<file path="config.mk">
export PLATFORM = sky130hd
export DESIGN_NAME = shift_lhs_seq_flat
export DESIGN_NICKNAME = d
export VERILOG_FILES = /design/src/rtl/shift_lhs_seq_if.sv /design/src/rtl/shift_lhs_seq.sv /design/src/flat_wrapper.sv
export SDC_FILE = /design/constraint.sdc
export NUM_CORES = 1
export LEC_CHECK = 0
export BUFFER_PORTS_ARGS = -buffer_cell sky130_fd_sc_hd__buf_2
export CAP_MARGIN = 20
export CORE_MARGIN = 3
export CORE_UTILIZATION = 30
export CTS_CLUSTER_SIZE = 8
export DETAILED_ROUTE_END_ITERATION = 7
export PLACE_DENSITY = 0.56
export SYNTH_ARGS = -nofsm -noshare
export SYNTH_HDL_FRONTEND = slang
export SYNTH_SLANG_ARGS = --single-unit
</file>
<file path="constraint.sdc">
create_clock -name clk -period 2.38 [get_ports clk]
set_input_delay 0.476 -clock clk [delete_from_list [all_inputs] [get_ports clk]]
set_output_delay 0.476 -clock clk [all_outputs]
set_load 0.005 [all_outputs]
</file>
<file path="src/rtl/shift_lhs_seq_if.sv">
// Request/result bundle of the sequential LHS shifter.
// master drives start/op/amount/carryIn/LhsIn; slave returns busy/done/carryOut/LhsOut.
interface shift_lhs_seq_if #(
    parameter int DATA_WIDTH = 16,
    parameter int AMT_WIDTH  = 5
);
    logic                  start;
    logic [2:0]            op;
    logic [AMT_WIDTH-1:0]  amount;
    logic                  carryIn;
    logic [DATA_WIDTH-1:0] LhsIn;
    logic                  busy;
    logic                  done;
    logic                  carryOut;
    logic [DATA_WIDTH-1:0] LhsOut;

    modport master (
        output start, op, amount, carryIn, LhsIn,
        input  busy, done, carryOut, LhsOut
    );

    modport slave (
        input  start, op, amount, carryIn, LhsIn,
        output busy, done, carryOut, LhsOut
    );
endinterface

</file>
<file path="src/rtl/shift_lhs_seq.sv">
// Sequential shifter/rotator for the ALU LHS operand, one bit per clock.
// Ports: clk, reset (sync, active-high), bus (slave side of shift_lhs_seq_if).
module shift_lhs_seq #(
    parameter int DATA_WIDTH = 16,
    parameter int AMT_WIDTH  = 5
) (
    input logic             clk,
    input logic             reset,
    shift_lhs_seq_if.slave  bus
);
    localparam logic [2:0] OP_PASS  = 3'd0;
    localparam logic [2:0] OP_RCL   = 3'd1;
    localparam logic [2:0] OP_RCR   = 3'd2;
    localparam logic [2:0] OP_CLEAR = 3'd3;
    localparam logic [2:0] OP_SHL   = 3'd4;
    localparam logic [2:0] OP_SHR   = 3'd5;
    localparam logic [2:0] OP_ASR   = 3'd6;
    localparam logic [2:0] OP_ROL   = 3'd7;

    localparam int W = DATA_WIDTH;

    typedef enum logic {
        IDLE,
        SHIFT
    } state_t;

    state_t               state;
    logic [AMT_WIDTH-1:0] cnt;
    logic [2:0]           op_q;
    logic [W-1:0]         data;
    logic                 carry;
    logic                 busy;
    logic                 done;

    logic [W-1:0]         step_data;
    logic                 step_carry;

    // One bit position of the latched mode applied to the current state.
    always_comb begin
        step_data  = data;
        step_carry = carry;
        unique case (op_q)
            OP_RCL: begin
                step_data  = {data[W-2:0], carry};
                step_carry = data[W-1];
            end
            OP_RCR: begin
                step_data  = {carry, data[W-1:1]};
                step_carry = data[0];
            end
            OP_SHL: begin
                step_data  = {data[W-2:0], 1'b0};
                step_carry = data[W-1];
            end
            OP_SHR: begin
                step_data  = {1'b0, data[W-1:1]};
                step_carry = data[0];
            end
            OP_ASR: begin
                step_data  = {data[W-1], data[W-1:1]};
                step_carry = data[0];
            end
            OP_ROL: begin
                step_data  = {data[W-2:0], data[W-1]};
                step_carry = data[W-1];
            end
            default: begin
                step_data  = data;
                step_carry = carry;
            end
        endcase
    end

    always_ff @(posedge clk) begin
        if (reset) begin
            state <= IDLE;
            cnt   <= '0;
            op_q  <= OP_PASS;
            data  <= '0;
            carry <= 1'b0;
            busy  <= 1'b0;
            done  <= 1'b0;
        end else begin
            unique case (state)
                IDLE: begin
                    done <= 1'b0;
                    if (bus.start) begin
                        if (bus.op == OP_PASS) begin
                            data  <= bus.LhsIn;
                            carry <= 1'b0;
                            done  <= 1'b1;
                        end else if (bus.op == OP_CLEAR) begin
                            data  <= '0;
                            carry <= 1'b0;
                            done  <= 1'b1;
                        end else if (bus.amount == '0) begin
                            data  <= bus.LhsIn;
                            carry <= bus.carryIn;
                            done  <= 1'b1;
                        end else begin
                            data  <= bus.LhsIn;
                            carry <= bus.carryIn;
                            cnt   <= bus.amount;
                            op_q  <= bus.op;
                            busy  <= 1'b1;
                            state <= SHIFT;
                        end
                    end
                end
                SHIFT: begin
                    data  <= step_data;
                    carry <= step_carry;
                    cnt   <= cnt - 1'b1;
                    // Last step: hand the result over in the same edge.
                    if (cnt == AMT_WIDTH'(1)) begin
                        busy  <= 1'b0;
                        done  <= 1'b1;
                        state <= IDLE;
                    end
                end
                default: begin
                    state <= IDLE;
                end
            endcase
        end
    end

    assign bus.LhsOut   = data;
    assign bus.carryOut = carry;
    assign bus.busy     = busy;
    assign bus.done     = done;
endmodule
</file>
<file path="src/flat_wrapper.sv">
// flat-port wrapper written by rule: the top's interface ports become plain ports
module shift_lhs_seq_flat 
#(
    parameter int DATA_WIDTH = 16,
    parameter int AMT_WIDTH  = 5
)
  (clk, reset, bus_start, bus_op, bus_amount, bus_carryIn, bus_LhsIn, bus_busy, bus_done, bus_carryOut, bus_LhsOut);
  shift_lhs_seq_if #(.DATA_WIDTH(DATA_WIDTH), .AMT_WIDTH(AMT_WIDTH)) bus_i ();
  input logic clk;
  input logic reset;
  input wire logic [$bits(bus_i.start)-1:0] bus_start;
  input wire logic [$bits(bus_i.op)-1:0] bus_op;
  input wire logic [$bits(bus_i.amount)-1:0] bus_amount;
  input wire logic [$bits(bus_i.carryIn)-1:0] bus_carryIn;
  input wire logic [$bits(bus_i.LhsIn)-1:0] bus_LhsIn;
  output wire logic [$bits(bus_i.busy)-1:0] bus_busy;
  output wire logic [$bits(bus_i.done)-1:0] bus_done;
  output wire logic [$bits(bus_i.carryOut)-1:0] bus_carryOut;
  output wire logic [$bits(bus_i.LhsOut)-1:0] bus_LhsOut;
  assign bus_i.start = bus_start;
  assign bus_i.op = bus_op;
  assign bus_i.amount = bus_amount;
  assign bus_i.carryIn = bus_carryIn;
  assign bus_i.LhsIn = bus_LhsIn;
  assign bus_busy = bus_i.busy;
  assign bus_done = bus_i.done;
  assign bus_carryOut = bus_i.carryOut;
  assign bus_LhsOut = bus_i.LhsOut;
  shift_lhs_seq #(.DATA_WIDTH(DATA_WIDTH), .AMT_WIDTH(AMT_WIDTH)) u_core (.clk(clk), .reset(reset), .bus(bus_i));
endmodule
</file>
==> results of run 1 <==
worst max-delay path: stages (launching register included):
cell,delay [ps]
dfxtp_1,360
nor2b_1,140
buf_4,160
a21oi_4,430
mux2_2,400
a221oi_2,280
nor3_2,70
synthesized netlist by cell type (all sizes together), types with 2 or more instances:
| master | number | area share [%] |
|---|---|---|
| o21ai | 4 | 1.2 |
| nor3 | 16 | 6.8 |
| nand2 | 12 | 2.6 |
| o311ai | 2 | 1.0 |
| a211oi | 6 | 2.6 |
| inv | 7 | 1.5 |
| a221oi | 15 | 10 |
| o21a | 2 | 0.88 |
| and2 | 2 | 0.73 |
| dfxtp | 28 | 33 |
| ha | 2 | 1.5 |
| nor2 | 22 | 4.8 |
| clkbuf | 7 | 2.1 |
| a222oi | 2 | 1.2 |
| mux2 | 14 | 9.3 |
| nor2b | 3 | 1.1 |
| a21oi | 12 | 4.8 |
| buf | 8 | 4.3 |
| a31oi | 2 | 0.73 |
| nand3b | 3 | 1.3 |
| xor2 | 2 | 1.0 |
power by group through the flow:
stage               sequential (uW)  combinational [uW]  clock [uW]
global route                    592                 425         341
floorplan                       577                 296           0
CTS                             582                 387         320
detailed placement              593                 386           0
global placement                593                 384           0
finish                          583                 383         307
worst paths after layout:
kind	startpoint	endpoint	slack [ps]
min	bus_amount[3]	u_core.cnt[3]	450
max	u_core.op_q[0]	u_core.bus.LhsOut[2]	410
max reg2reg	u_core.op_q[0]	u_core.bus.LhsOut[2]	410
min reg2reg	u_core.op_q[1]	u_core.op_q[1]	500
stage by stage:
stage               total power (uW)  setup WS [ps]  util (%)  hold slack (ps)  std cells
global route                    1360            312      37.4              449        293
finish                          1270            414      37.4              448        293
detailed placement               979            434      36.3              488        289
CTS                             1290            415      37.4              445        293
global placement                 976            448      36.3              486        289
floorplan                        873            652         -              458        186
logic make-up (layout without fill, tap and decap cells):
logic type      after synthesis  in the layout  share of synthesized area (%)
simple gates                 63             63                           19.6
xor+xnor                      3              3                           1.54
mux                          14             14                           9.25
fa+ha+maj                     2              2                           1.47
buf+inv                      22             59                           8.00
compound gates               54             54                           27.2
flops                        28             28                           32.9
cell type report:
| cell class | instances | area [um2] |
|---|---|---|
| timing repair buffer | 48 | 245 |
| sequential | 28 | 561 |
| inverter | 7 | 26.3 |
| multi-input combinational | 136 | 1010 |
| tap | 70 | 87.6 |
| fill | 559 | 3320 |
| clock buffer | 4 | 55.1 |
placed cells by master (no fill, tap or decap), drive strengths merged, types with 3 or more instances in the layout:
cell type | netlist | layout
mux2 | 14 | 14
clkbuf | 7 | 4
buf | 8 | 48
dfxtp | 28 | 28
nand3b | 3 | 3
a21oi | 12 | 12
nor3 | 16 | 16
a211oi | 6 | 6
inv | 7 | 7
nor2 | 22 | 22
o21ai | 4 | 4
nor2b | 3 | 3
nand2 | 12 | 12
a221oi | 15 | 15
per-layer routing:
layer	up-vias	GRT usage [%]	part of all wire, %
li1	773	-	-
met1	726	17.1	44
met2	43	22.6	49
met3	4	3.22	5.9
met4	0	2.53	0.64
met5	-	0	0
registers in the layout (all words and copies together), names as in the netlist:
| register | count |
|---|---|
| u_core.bus.LhsOut | 16 |
| u_core.cnt | 5 |
| u_core.op_q | 3 |
| u_core.bus.busy | 1 |
| u_core.bus.carryOut | 1 |
| u_core.bus.done | 1 |
| u_core.state | 1 |
==> impl_metrics.toml, run 1 <==
[grt]
grt_pass1_wl_um = 7010
antenna_found_initial = 0
grt_max_degree = 33
grt.total_usage_pct = 13.3
grt_pass1_vias = 1397
gr-total-overflow = 0

[detailed_routing]
final_antenna_net_count = 0
vias_per_cell = 5.28
drc_errors = 0
detail_route.first_pass.iterations = 4
drt_wl_total_um = 4390
wl_per_cell_um = 15.0
drt_iter0_drc = 101
vias = 1546

[synthesis]
synth_nets = 216
yosysSeqAreaShare_pct = 32.9
async_flop_share_pct = 0
syn_area_per_cell_um2 = 9.16
ys_ff_latch = 28
synth_top_flop_cell = "dfxtp_1"
synthCells = 186
syn-cell-area_mm2 = 0.00170
synthDistinctLibCells = 43
yosysWarnings = 0
synth-edff-count = 0

[die]
ios = 47
rows = 26
core_mm2 = 0.00530
start_util_pct = 32.1
die_h_um = 81.4
die_area_mm2 = 0.00662
die_width_um = 81.4

[finish]
antenna_cells = 0
nets = 254
drive_gt1_share_pct = 37.2
area_delta_synth_final_pct = 16.3
postLayoutCellArea_mm2 = 0.00198

[min_path]
holdPathStages = 3
hold_path.class = "primary input to flip-flop"

[power]
clkPwrFrac_pct = 24.1
p_sw_share_pct = 33.5
p_seq_share_pct = 45.8
power.leakage_uw = 0.000821
power_switching_uw = 426
p_per_area_mw_per_mm2 = 642
p_comb_share_pct = 30.1
vdd_drop_max_uv = 405
p_int_uw = 846

[clock_tree]
postCtsSetupBuffers = 0
ctsRootBufferMaster = "clkbuf_8"
ctsResizeCount = 0
cts.sinks = 28
cts_buffer_depth = 2
holdBufCountCts = 0
clk-insertion-delay-late_ps = 280
path_clk_slew_ps = 100
cts_tree = "done"
cts_htree_levels = 1
cts_buffers = 3

[worst_setup_path]
r2r.worst_path.cells = 6
end_kind = "flip-flop"
critPathMaxFanout = 15
cp.arrival_ps = 2120
startpoint_type = "flip-flop"
worstSetupPathType = "flip-flop to flip-flop"
cp.required_ps = 2540

[sta]
worst_pin_slew_ps = 729
fmax_mhz = 509
setup_viol = 0
fin_crit_sh_pct = 82.6
finalHoldViolCount = 0
maxSlewViolCount = 0
skew_ps = 3.60
min_period_ps = 1970
rsz0062_at_grt = "no"
tns_ps = 0
slew-limit-headroom_pct = 51.4

[placed_design]
place.gp.congestion = 0.828
postPlaceCellArea_mm2 = 0.00193
hpwl_um = 3130
port_buffers = 46

[run_status]
outcome = "complete, no violations"

[job]
cap_violations = 0
(Power assumes the default switching activity.)
==> run 2: changes to the inputs <==
--- a/config.mk
+++ b/config.mk
@@ -5,13 +5,14 @@
 export SDC_FILE = /design/constraint.sdc
 export NUM_CORES = 1
 export LEC_CHECK = 0
+export ABC_AREA = 1
 export BUFFER_PORTS_ARGS = -buffer_cell sky130_fd_sc_hd__buf_2
 export CAP_MARGIN = 20
 export CORE_MARGIN = 3
 export CORE_UTILIZATION = 30
 export CTS_CLUSTER_SIZE = 8
 export DETAILED_ROUTE_END_ITERATION = 7
-export PLACE_DENSITY = 0.56
+export PLACE_DENSITY = 0.55
 export SYNTH_ARGS = -nofsm -noshare
 export SYNTH_HDL_FRONTEND = slang
 export SYNTH_SLANG_ARGS = --single-unit
==> constraint.sdc (replaced) <==
create_clock -name clk -period 2.1 [get_ports clk]
set_input_delay 0.42 -clock clk [delete_from_list [all_inputs] [get_ports clk]]
set_output_delay 0.42 -clock clk [all_outputs]
set_load 0.005 [all_outputs]
==> run 2 against run 1 <==
Effect of this change:
- combinational power is 24% higher
- worst hold slack worse by 89 ps
- via count is 25% higher
- sequential share of layout area is 2.1 points lower
- core utilization is 0.055 points higher
- synthesized cell count is 59% higher
- design area is 7.8% higher
- global-route usage is 0.65 points higher
- sequential cell count stayed put
- clock power hardly changed
- power is 14% higher
- sequential power is 14% higher
- highest routed layer unchanged
==> impl_metrics.toml, run 2 <==
[sta]
tns_ps = 0
fmax_mhz = 636
worst_pin_slew_ps = 472
maxSlewViolCount = 0
rsz0062_at_grt = "no"
fin_crit_sh_pct = 74.8
slew-limit-headroom_pct = 68.5
skew_ps = 7.94
setup_viol = 0
min_period_ps = 1570
finalHoldViolCount = 0

[finish]
layout.cells.non_filler = 409
antenna_cells = 0
drive_gt1_share_pct = 24.3
area_delta_synth_final_pct = 16.3
fillCellCount = 643
layout_commonest_cell = "nor2_1"
mostFrequentLayoutCells = "nor2_1 (75), nand2_1 (56), buf_2 (46)"
largest_reg_flops = 16
nets = 369
final_util_pct = 37.4

[detailed_routing]
drc_errors = 0
detail_route.first_pass.iterations = 4
vias = 1925
final_antenna_net_count = 0
wl_per_cell_um = 12.0
drt_iter0_drc = 95
drt_wl_total_um = 4910
vias_per_cell = 4.71

[placed_design]
place_inst = 406
hpwl_um = 3700
port_buffers = 46
place.gp.congestion = 0.769

[worst_setup_path]
endpoint = "u_core.cnt[2]"
startpoint_type = "flip-flop"
cp.required_ps = 2280
crit_start = "u_core.state"
end_kind = "flip-flop"
reg2reg_from = "u_core.state"
worstSetupPathType = "flip-flop to flip-flop"
r2r.worst_path.cells = 6
critPathMaxFanout = 27
cp.arrival_ps = 1750
r2r-end = "u_core.cnt[2]"
reg2reg_slack_ps = 530

[synthesis]
yosys-top-cells-count = "nor2_1 (75), nand2_1 (56), nand3_1 (35)"
syn-cell-area_mm2 = 0.00184
synth_top_flop_cell = "dfxtp_1"
synth_area_leader_cell = "dfxtp_1"
ys_ff_latch = 28
yosysSeqAreaShare_pct = 30.5
yosysWarnings = 0
synth_nets = 325
synth_top_cell_area_share_pct = 30.5
async_flop_share_pct = 0
synth.most_common_cell = "nor2_1"
synth-edff-count = 0
synthDistinctLibCells = 28
synthTopCellsByArea = "dfxtp_1 (30%), nor2_1 (15%), nand2_1 (11%), nand3_1 (9.5%), o21ai_1 (4.4%)"
syn_area_per_cell_um2 = 6.23
synthCells = 295

[power]
p_comb_share_pct = 32.7
p_seq_share_pct = 46.0
power_switching_uw = 534
clkPwrFrac_pct = 21.2
vdd_drop_max_uv = 263
p_sw_share_pct = 36.9
power.leakage_uw = 0.00104
p_total_uw = 1450
p_int_uw = 914
p_per_area_mw_per_mm2 = 678

[die]
die_width_um = 84.3
die_h_um = 84.3
start_util_pct = 32.2
rows = 27
core_mm2 = 0.00571
die_area_mm2 = 0.00710
ios = 47

[min_path]
hold_path.class = "primary input to flip-flop"

[clock_tree]
ctsRootBufferMaster = "clkbuf_8"
clk-insertion-delay-late_ps = 280
cts.sinks = 28
postCtsSetupBuffers = 0
cts_htree_levels = 1
path_clk_slew_ps = 100
ctsResizeCount = 0
cts_tree = "done"
cts_buffer_depth = 2
cts_buffers = 3
holdBufCountCts = 0

[job]
cap_violations = 0

[grt]
antenna_found_initial = 0
grt.total_usage_pct = 14.0
grt_pass1_vias = 1800
grt_pass1_wl_um = 8400
gr-total-overflow = 0
grt_max_degree = 29

[run_status]
outcome = "complete, no violations"
==> run 2: cell types whose count changed after synthesis, sizes merged, moves of 14 or more <==
cell    before  now
nor3        16    0
inv          7   22
nor2        22   83
a221oi      15    0
mux2        14    0
o21ai        4   34
nand3        1   36
nand2       12   66
==> run 2: how the worst min path moves through the flow <==
| stage | slack [ps] | end | cells after the start | from |
|---|---|---|---|---|
| after floorplan | 450 | u_core.bus.busy | 2 | u_core.bus.busy |
| after global routing | 360 | u_core.bus.LhsOut[0] | 2 | reset |
| after detailed placement | 450 | u_core.bus.busy | 2 | u_core.bus.busy |
| after CTS | 360 | u_core.bus.LhsOut[0] | 2 | reset |
| final | 360 | u_core.bus.LhsOut[0] | 2 | reset |
| after global placement | 440 | u_core.bus.busy | 2 | u_core.bus.busy |
==> run 2: power by group through the flow <==
stage | Sequential [uW] | Combinational [uW] | Clock (uW)
4_1_cts | 667 | 481 | 323
3_5_place_dp | 679 | 479 | 0
2_1_floorplan | 665 | 365 | 0
5_1_grt | 680 | 550 | 338
6_report | 667 | 474 | 308
3_3_place_gp | 680 | 476 | 0
==> run 2: per-stage QoR <==
step                      setup WS (ps)  area, um2  hold slack [ps]
after floorplan                     862       1840              447
after global placement              553       2100              441
after detailed placement            541       2100              446
after CTS                           524       2140              360
after global routing                284       2140              360
final                               528       2140              359
==> run 2: per-layer routing <==
layer,GRT usage (%),routed length (um),up-vias
met3,2.06,185,4
li1,-,-,1031
met2,23.4,2320,36
met5,0,0,-
met1,18.6,2350,854
met4,4.09,49,0
==> run 2: logic make-up (layout without fill, tap and decap cells) <==
family                   after synthesis  count (layout)  synth area share [%]
AND/OR/NAND/NOR                      187             187                  45.2
AO/OA/AOI/OAI                         45              45                  13.4
buffers and inverters                 33              75                  9.53
flip-flops                            28              28                  30.5
adder cells (fa/ha/maj)                2               2                  1.36
==> run 2: cell type report <==
type	count	area (um2)	area share [%]
multi-input combinational	234	1100	51.6
sequential	28	561	26.2
timing repair buffer	50	260	12.2
tap	72	90.1	4.22
inverter	22	82.6	3.86
clock buffer	3	41.3	1.93
==> run 2: worst max-delay path, cell delays in order, from the launching register on <==
cell and delay, ps:
dfxtp_1 630, inv_2 330, a21oi_1 200, o21ai_0 100
nand2_1 60, o21bai_1 110, nor2_1 50
